===== config.mk =====
export PLATFORM = sky130hd
export DESIGN_NAME = period_meter_flat
export DESIGN_NICKNAME = d
export VERILOG_FILES = /design/src/rtl/period_meter_if.sv /design/src/rtl/period_meter.sv /design/src/flat_wrapper.sv
export SDC_FILE = /design/constraint.sdc
export NUM_CORES = 1
export LEC_CHECK = 0
export CORE_ASPECT_RATIO = 0.9
export CORE_MARGIN = 2
export CORE_UTILIZATION = 52
export DETAILED_ROUTE_END_ITERATION = 8
export MAX_ROUTING_LAYER = met4
export PLACE_DENSITY_LB_ADDON = 0.12
export SYNTH_ARGS = -nofsm -noshare
export SYNTH_HDL_FRONTEND = slang
export SYNTH_SLANG_ARGS = --single-unit

===== constraint.sdc =====
create_clock -name cin -period 2.6 [get_ports cin]
set_clock_uncertainty 0.05 [all_clocks]
set_input_delay 0.52 -clock cin [delete_from_list [all_inputs] [get_ports cin]]
set_output_delay 0.52 -clock cin [all_outputs]
set_load 0.02 [all_outputs]

===== src/rtl/period_meter_if.sv =====
// rtl/period_meter_if.sv - enable/input/result bundle for the period meter
interface period_meter_if #(
  parameter int WIDTH = 24
);
  logic             enable;
  logic             sig_in;
  logic [WIDTH-1:0] period;
  logic [WIDTH-1:0] high_time;
  logic             valid;
  logic             overflow;
  logic             busy;

  modport master (
    output enable, sig_in,
    input  period, high_time, valid, overflow, busy
  );

  modport slave (
    input  enable, sig_in,
    output period, high_time, valid, overflow, busy
  );
endinterface


===== src/rtl/period_meter.sv =====
// rtl/period_meter.sv - measures period and high time of a slow async square wave in cin cycles
module period_meter #(
  parameter int               WIDTH     = 24,
  parameter logic [WIDTH-1:0] MAX_COUNT = {WIDTH{1'b1}}
) (
  input  logic          cin,
  input  logic          rst,
  period_meter_if.slave bus
);

  typedef enum logic [1:0] {ST_IDLE, ST_ARM, ST_MEASURE} state_t;

  localparam logic [WIDTH-1:0] ONE = {{(WIDTH-1){1'b0}}, 1'b1};

  state_t           r_state;
  logic             r_s1, r_s2, r_s3;
  logic [WIDTH-1:0] r_cnt, r_hcnt;
  logic [WIDTH-1:0] r_period, r_high;
  logic             r_valid, r_overflow, r_busy;
  logic             w_rise;

  assign w_rise = r_s2 & ~r_s3;

  assign bus.period    = r_period;
  assign bus.high_time = r_high;
  assign bus.valid     = r_valid;
  assign bus.overflow  = r_overflow;
  assign bus.busy      = r_busy;

  always_ff @(posedge cin) begin
    if (rst) begin
      r_state    <= ST_IDLE;
      r_s1       <= 1'b0;
      r_s2       <= 1'b0;
      r_s3       <= 1'b0;
      r_cnt      <= '0;
      r_hcnt     <= '0;
      r_period   <= '0;
      r_high     <= '0;
      r_valid    <= 1'b0;
      r_overflow <= 1'b0;
      r_busy     <= 1'b0;
    end else begin
      r_s1    <= bus.sig_in;
      r_s2    <= r_s1;
      r_s3    <= r_s2;
      r_valid <= 1'b0;
      // Disable beats everything, including a coincident rise.
      if (!bus.enable) begin
        r_state <= ST_IDLE;
        r_cnt   <= '0;
        r_hcnt  <= '0;
        r_busy  <= 1'b0;
      end else begin
        case (r_state)
          ST_IDLE: begin
            r_cnt   <= '0;
            r_hcnt  <= '0;
            r_busy  <= 1'b1;
            r_state <= ST_ARM;
          end
          ST_ARM: begin
            r_busy <= 1'b1;
            if (w_rise) begin
              r_cnt   <= ONE;
              r_hcnt  <= ONE;
              r_state <= ST_MEASURE;
            end
          end
          ST_MEASURE: begin
            r_busy <= 1'b1;
            if (w_rise) begin
              r_period   <= r_cnt;
              r_high     <= r_hcnt;
              r_valid    <= 1'b1;
              r_overflow <= 1'b0;
              r_cnt      <= ONE;
              r_hcnt     <= ONE;
            end else if (r_cnt == MAX_COUNT) begin
              r_overflow <= 1'b1;
              r_cnt      <= '0;
              r_hcnt     <= '0;
              r_state    <= ST_ARM;
            end else begin
              r_cnt  <= r_cnt + ONE;
              r_hcnt <= r_hcnt + {{(WIDTH-1){1'b0}}, r_s2};
            end
          end
          default: begin
            r_state <= ST_IDLE;
            r_busy  <= 1'b0;
          end
        endcase
      end
    end
  end

endmodule


===== src/flat_wrapper.sv =====
// flat-port wrapper written by rule: the top's interface ports become plain ports
module period_meter_flat 
#(
  parameter int               WIDTH     = 24,
  parameter logic [WIDTH-1:0] MAX_COUNT = {WIDTH{1'b1}}
)
  (cin, rst, bus_enable, bus_sig_in, bus_period, bus_high_time, bus_valid, bus_overflow, bus_busy);
  period_meter_if #(.WIDTH(WIDTH)) bus_i ();
  input  logic cin;
  input  logic rst;
  input wire logic [$bits(bus_i.enable)-1:0] bus_enable;
  input wire logic [$bits(bus_i.sig_in)-1:0] bus_sig_in;
  output wire logic [$bits(bus_i.period)-1:0] bus_period;
  output wire logic [$bits(bus_i.high_time)-1:0] bus_high_time;
  output wire logic [$bits(bus_i.valid)-1:0] bus_valid;
  output wire logic [$bits(bus_i.overflow)-1:0] bus_overflow;
  output wire logic [$bits(bus_i.busy)-1:0] bus_busy;
  assign bus_i.enable = bus_enable;
  assign bus_i.sig_in = bus_sig_in;
  assign bus_period = bus_i.period;
  assign bus_high_time = bus_i.high_time;
  assign bus_valid = bus_i.valid;
  assign bus_overflow = bus_i.overflow;
  assign bus_busy = bus_i.busy;
  period_meter #(.WIDTH(WIDTH), .MAX_COUNT(MAX_COUNT)) u_core (.cin(cin), .rst(rst), .bus(bus_i));
endmodule

# == Yosys cells after proc, flatten, opt, wreduce, memory -nomap -nowiden ==
# Cells that the tools add are included.
# op_classes
add_sub_neg,2
multipliers,0
n_div,0
n_lt_le_gt_ge,0
eq_ne,6
n_shift,0
n_mux,15
n_bitwise,4
n_reduce_logical,10
# op_table
op,count
24-bit one-hot mux with 3 select lines,2
24-bit 2-to-1 mux,5
24-bit by 1-bit adder with 24-bit output,1
"24-bit by 1-bit adder with 24-bit output, second input constant",1
"24-bit == test, second input constant",1
3-bit AND reduction,3
2-bit 2-to-1 mux,3
2-bit one-hot mux with 3 select lines,1
3-bit OR reduction,2
1-bit 2-to-1 mux,4
"2-bit by 1-bit inequality test with 1-bit output, second input constant",2
1-bit NOT,3
3-bit nonzero test,1
"2-bit by 1-bit == test with 1-bit output, second input constant",1
"2-bit == test, second input constant",1
2-bit logical NOT,1
"2-bit inequality test, second input constant",1
2-bit AND reduction,1
2-bit nonzero test,1
2-bit OR reduction,1
1-bit bitwise AND,1
# word_totals
reg_bits,104
latchBits,0
mem_bits_rw,0
mem_bits_ro,0
in_bits,4
out_inout_bits,51
word_cells,48
mem_count,0

# == Longest topological paths before layout ==
# Gate-level depths: netlist of run 1.
# logic_depth
word_depth,4
mapped_depth,8
mapped_depth_nobuf,7

# == Worst setup path before layout of run 1 ==
# OpenSTA, ideal clock, no wires.
# synth_timing
path_type,flip-flop to flip-flop
from,register u_core.r_state[0]
to,register u_core.r_hcnt[0]
t_arrival_ns,2.005
required_time_ns,2.476
path_slack_ns,0.471
path_stages_with_launch,8
period_less_slack_ns,2.129
path_cell_list,dfxtp_1 -> inv_1 -> ha_1 -> clkbuf_1 -> nor2_1 -> or3b_2 -> or4b_2 -> a31oi_1
# synth_between
elab_chain_cells,3
# synth_lines
item,line,rtl
"start, declared",period_meter.sv:15,state_t r_state;
"start signal, assigned",period_meter.sv:32,r_state <= ST_IDLE;
"start signal, assigned",period_meter.sv:50,r_state <= ST_IDLE;
"start signal, assigned",period_meter.sv:60,r_state <= ST_ARM;
2-bit by 1-bit == test with 1-bit output (tied with other cells),period_meter.sv:55,case (r_state)
2-bit by 1-bit inequality test with 1-bit output (no source line) / 3-bit nonzero test (equally long branches),--,
2-bit AND reduction (no source line),--,
"end signal, assigned",period_meter.sv:86,"r_hcnt <= r_hcnt + {{(WIDTH-1){1'b0}}, r_s2};"
"end, declared",period_meter.sv:17,"logic [WIDTH-1:0] r_cnt, r_hcnt;"
# Parallel ways exist; a longest one is shown, timed or not.
# A chain may end at the register's enable or synchronous reset.

# == Worst setup path in the final report of run 1 ==
# layout_timing
from,register u_core.r_cnt[4]
to,register u_core.r_hcnt[2]
# layout_between
elab_chain_cells,4
# layout_lines
item,line,rtl
"start, declared",period_meter.sv:17,
"start signal, assigned",period_meter.sv:85,r_cnt <= r_cnt + ONE;
24-bit == test,period_meter.sv:79,end else if (r_cnt == MAX_COUNT) begin
24-bit 2-to-1 mux,period_meter.sv:79,
24-bit 2-to-1 mux,period_meter.sv:72,if (w_rise) begin
24-bit one-hot mux with 3 select lines,period_meter.sv:55,
# Every way passes these cells.

==> results of run 1 <==
==> power by group <==
| group | switching, mW | internal, mW | leakage [nW] |
|---|---|---|---|
| sequential | 0.00277 | 1.60 | 0.838 |
| clock | 0.577 | 0.366 | 0.0936 |
| combinational | 0.0415 | 0.0195 | 0.781 |
==> synth_stat cells (all sizes together) (2+ instances only) <==
cell type	n	share of area, %
xnor2	18	3.9
nor3	11	1.4
nor4	5	0.77
xor2	24	5.2
and4	6	1.4
nand3	15	1.8
nand4	13	2.4
buf	8	1.5
nor2b	6	0.92
ha	7	2.1
and2	3	0.46
nand2	24	2.2
and3	11	1.7
o21ai	3	0.37
nand2b	2	0.31
a31oi	3	0.46
dfxtp	104	51
a22o	48	10
inv	7	0.64
clkbuf	17	1.6
nor2	52	5.0
a2111o	2	0.55
a211oi	2	0.49
a21oi	8	1.3
==> layer usage <==
layer	up-vias	wire (µm)	track usage (%)
met5	-	0	-
met4	0	68	5.56
met2	64	3510	29.8
met1	1469	4250	27.3
li1	1555	-	-
met3	7	312	5.67
==> through the flow <==
step                      total power, mW  cells  setup WS, ns
after floorplan                      1.68    411         0.471
after global placement               1.70    548         0.311
after detailed placement             1.70    548         0.267
after CTS                            2.62    564         0.246
after global routing                 2.70    564        0.0647
final                                2.60    564         0.246
==> final timing paths <==
| kind | endpoint | cells past startpoint |
|---|---|---|
| hold reg to reg | u_core.r_s2$_SDFF_PP0_ | 1 |
| setup / recovery | u_core.r_hcnt[2]$_SDFFE_PP0P_ | 6 |
| setup reg to reg | u_core.r_hcnt[2]$_SDFFE_PP0P_ | 6 |
| hold / removal | u_core.r_s2$_SDFF_PP0_ | 1 |
==> sequential cells by signal (all words and copies together) (netlist names), 2 cells and up <==
signal	cells
u_core.bus.high_time	24
u_core.r_cnt	24
u_core.r_state	2
u_core.bus.period	24
u_core.r_hcnt	24
==> critical path, delay by kind of cell, from the launching register on <==
family / cells / cell delay, ns
AND/OR/NAND/NOR: 4 / 1.22
flip-flops: 1 / 0.44
buffers and inverters: 1 / 0.33
AO/OA/AOI/OAI: 1 / 0.18
==> final cells by class <==
| type | count | area, µm² | share of cell area (%) |
|---|---|---|---|
| Multi-Input combinational cell | 275 | 1860 | 37.9 |
| Sequential cell | 104 | 2080 | 42.4 |
| Clock inverter | 6 | 51.3 | 1.04 |
| Clock buffer | 10 | 128 | 2.60 |
| Inverter | 7 | 26.3 | 0.535 |
| Timing Repair Buffer | 66 | 643 | 13.1 |
| Tap cell | 96 | 120 | 2.45 |
==> cells by family (layout without fill, tap and decap cells) <==
family	after synthesis	count (layout)	synth area share, %
flip-flops	104	104	51.1
buffers and inverters	32	89	3.71
XOR/XNOR	42	42	9.02
AO/OA/AOI/OAI	71	71	14.4
AND/OR/NAND/NOR	154	154	19.4
adder cells (fa/ha/maj)	7	7	2.15
multiplexers	1	1	0.245
==> cells in the final DEF, fill, tap and decap left out, types with 2 or more instances in the layout <==
cell type        instances
nand2b_1                 2
clkdlybuf4s50_1         54
ha_1                     7
clkbuf_8                 9
nor4_1                   5
and2_1                   3
nand3_1                 15
o21ai_0                  3
nand2_1                 24
inv_6                    3
xor2_1                  24
inv_1                    7
nor3_1                  11
buf_4                   11
nor2_1                  49
and4_1                   4
xnor2_1                 18
nor2_2                   3
dfxtp_1                104
and3_1                  10
a22o_1                  48
a21oi_1                  7
nand4_1                 12
a2111o_1                 2
a31oi_1                  2
nor2b_1                  6
==> impl_metrics.ini, run 1 <==
[finish]
drive_above_1_share_pct = 8.55
final_util_pct = 64.8
antenna_cells = 0
fill_cells = 624
final_area_um2 = 4910
syn_to_final_growth_pct = 20.4
nets = 474

[yosys]
synth_seq_cells = 104
synthDistinctLibCells = 44
syn_nets = 422
post_synth.cell_area_avg_um2 = 9.92
synth-seq-area-share_pct = 51.1
synth_area_um2 = 4080
syn_inst = 411
ys_warn_count = 0
synth-async-reset-ratio_pct = 0
synth-edff-count = 0
synth_top_flop_cell = dfxtp_1

[sta]
max_freq_ghz = 0.425
slew_viol_final = 0
max_slew_margin_pct = 59.9
setup_viol = 0
worstMarginPinSlew_ns = 0.597
final.setup.tns_ns = 0
fin_crit_ns = 2.35
rsz0062_at_grt = no
fin_crit_sh_pct = 90.5
hold_viol = 0
whs_ns = 0.410

[floorplanning]
die_h_um = 88.0
initial_core_util_pct = 53.8
rows = 30
die_w_um = 97.3
io_pins = 55
die-area_um2 = 8570
core_area_um2 = 7580

[clock_tree]
post_cts_buffers = 0
cts_buffers = 9
cts_resized = 0
cts_sinks = 104
cts_max_level = 3
insertion_delay_ns = 0.37
clk_path_buf_depth = 2
root_buffer = clkbuf_8
path_clk_slew_ns = 0.10
cts_tree = yes
hold_buffers = 0

[power]
peakVddDrop_uv = 315
p_leak_nw = 1.71
powerDensity_nw_per_um2 = 530

[setup_path]
critPathKind = reg2reg
required_ns = 2.81
crit_path_cell_trace = and4_4 -> nand4_4 -> or4_1 -> a21oi_4 -> buf_4 -> nor2_1
startpoint_type = flip-flop
crit_slowest_cell = or4_1
reg2reg_from = u_core.r_cnt[4]$_SDFFE_PP0P_
slowest_delay_ns = 0.69
worstPathArrival_ns = 2.56
critPathLaunch = u_core.r_cnt[4]$_SDFFE_PP0P_
end_kind = flip-flop
critPathMaxFanout = 30
reg2reg_slack_ns = 0.25

[global_route]
grt_antenna_before_repair = 0
overflow = 0
grt_max_degree = 38
track_usage_pct = 20.1
grt_pass1_wl_um = 13600
grt_pass1_vias = 2823

[detailed_routing]
wirelength_um = 8140
vias = 3095
post-route-drc-count = 0
routedWlPerCell_um = 14.4
drt-initial-drc-count = 130
via_per_inst = 5.49
ant_nets = 0
drt_first_pass_iters = 4

[placement]
dp_hpwl_um = 5440
placed_area_um2 = 4730
io_buffers = 54
finalWeightedCongestion = 0.819

[min_path]
min-delay-start = u_core.r_s1$_SDFF_PP0_
hold_path.class = reg2reg

[status]
status = completed

[run]
cap_violations = 0
Note: power is estimated with default switching activity, not from simulation.
==> run 2, diff against run 1 <==
CAP_MARGIN = 5   (was default)
==> results of run 2 <==
Same layout as run 1: the final DEF is identical, and so are final timing and power.
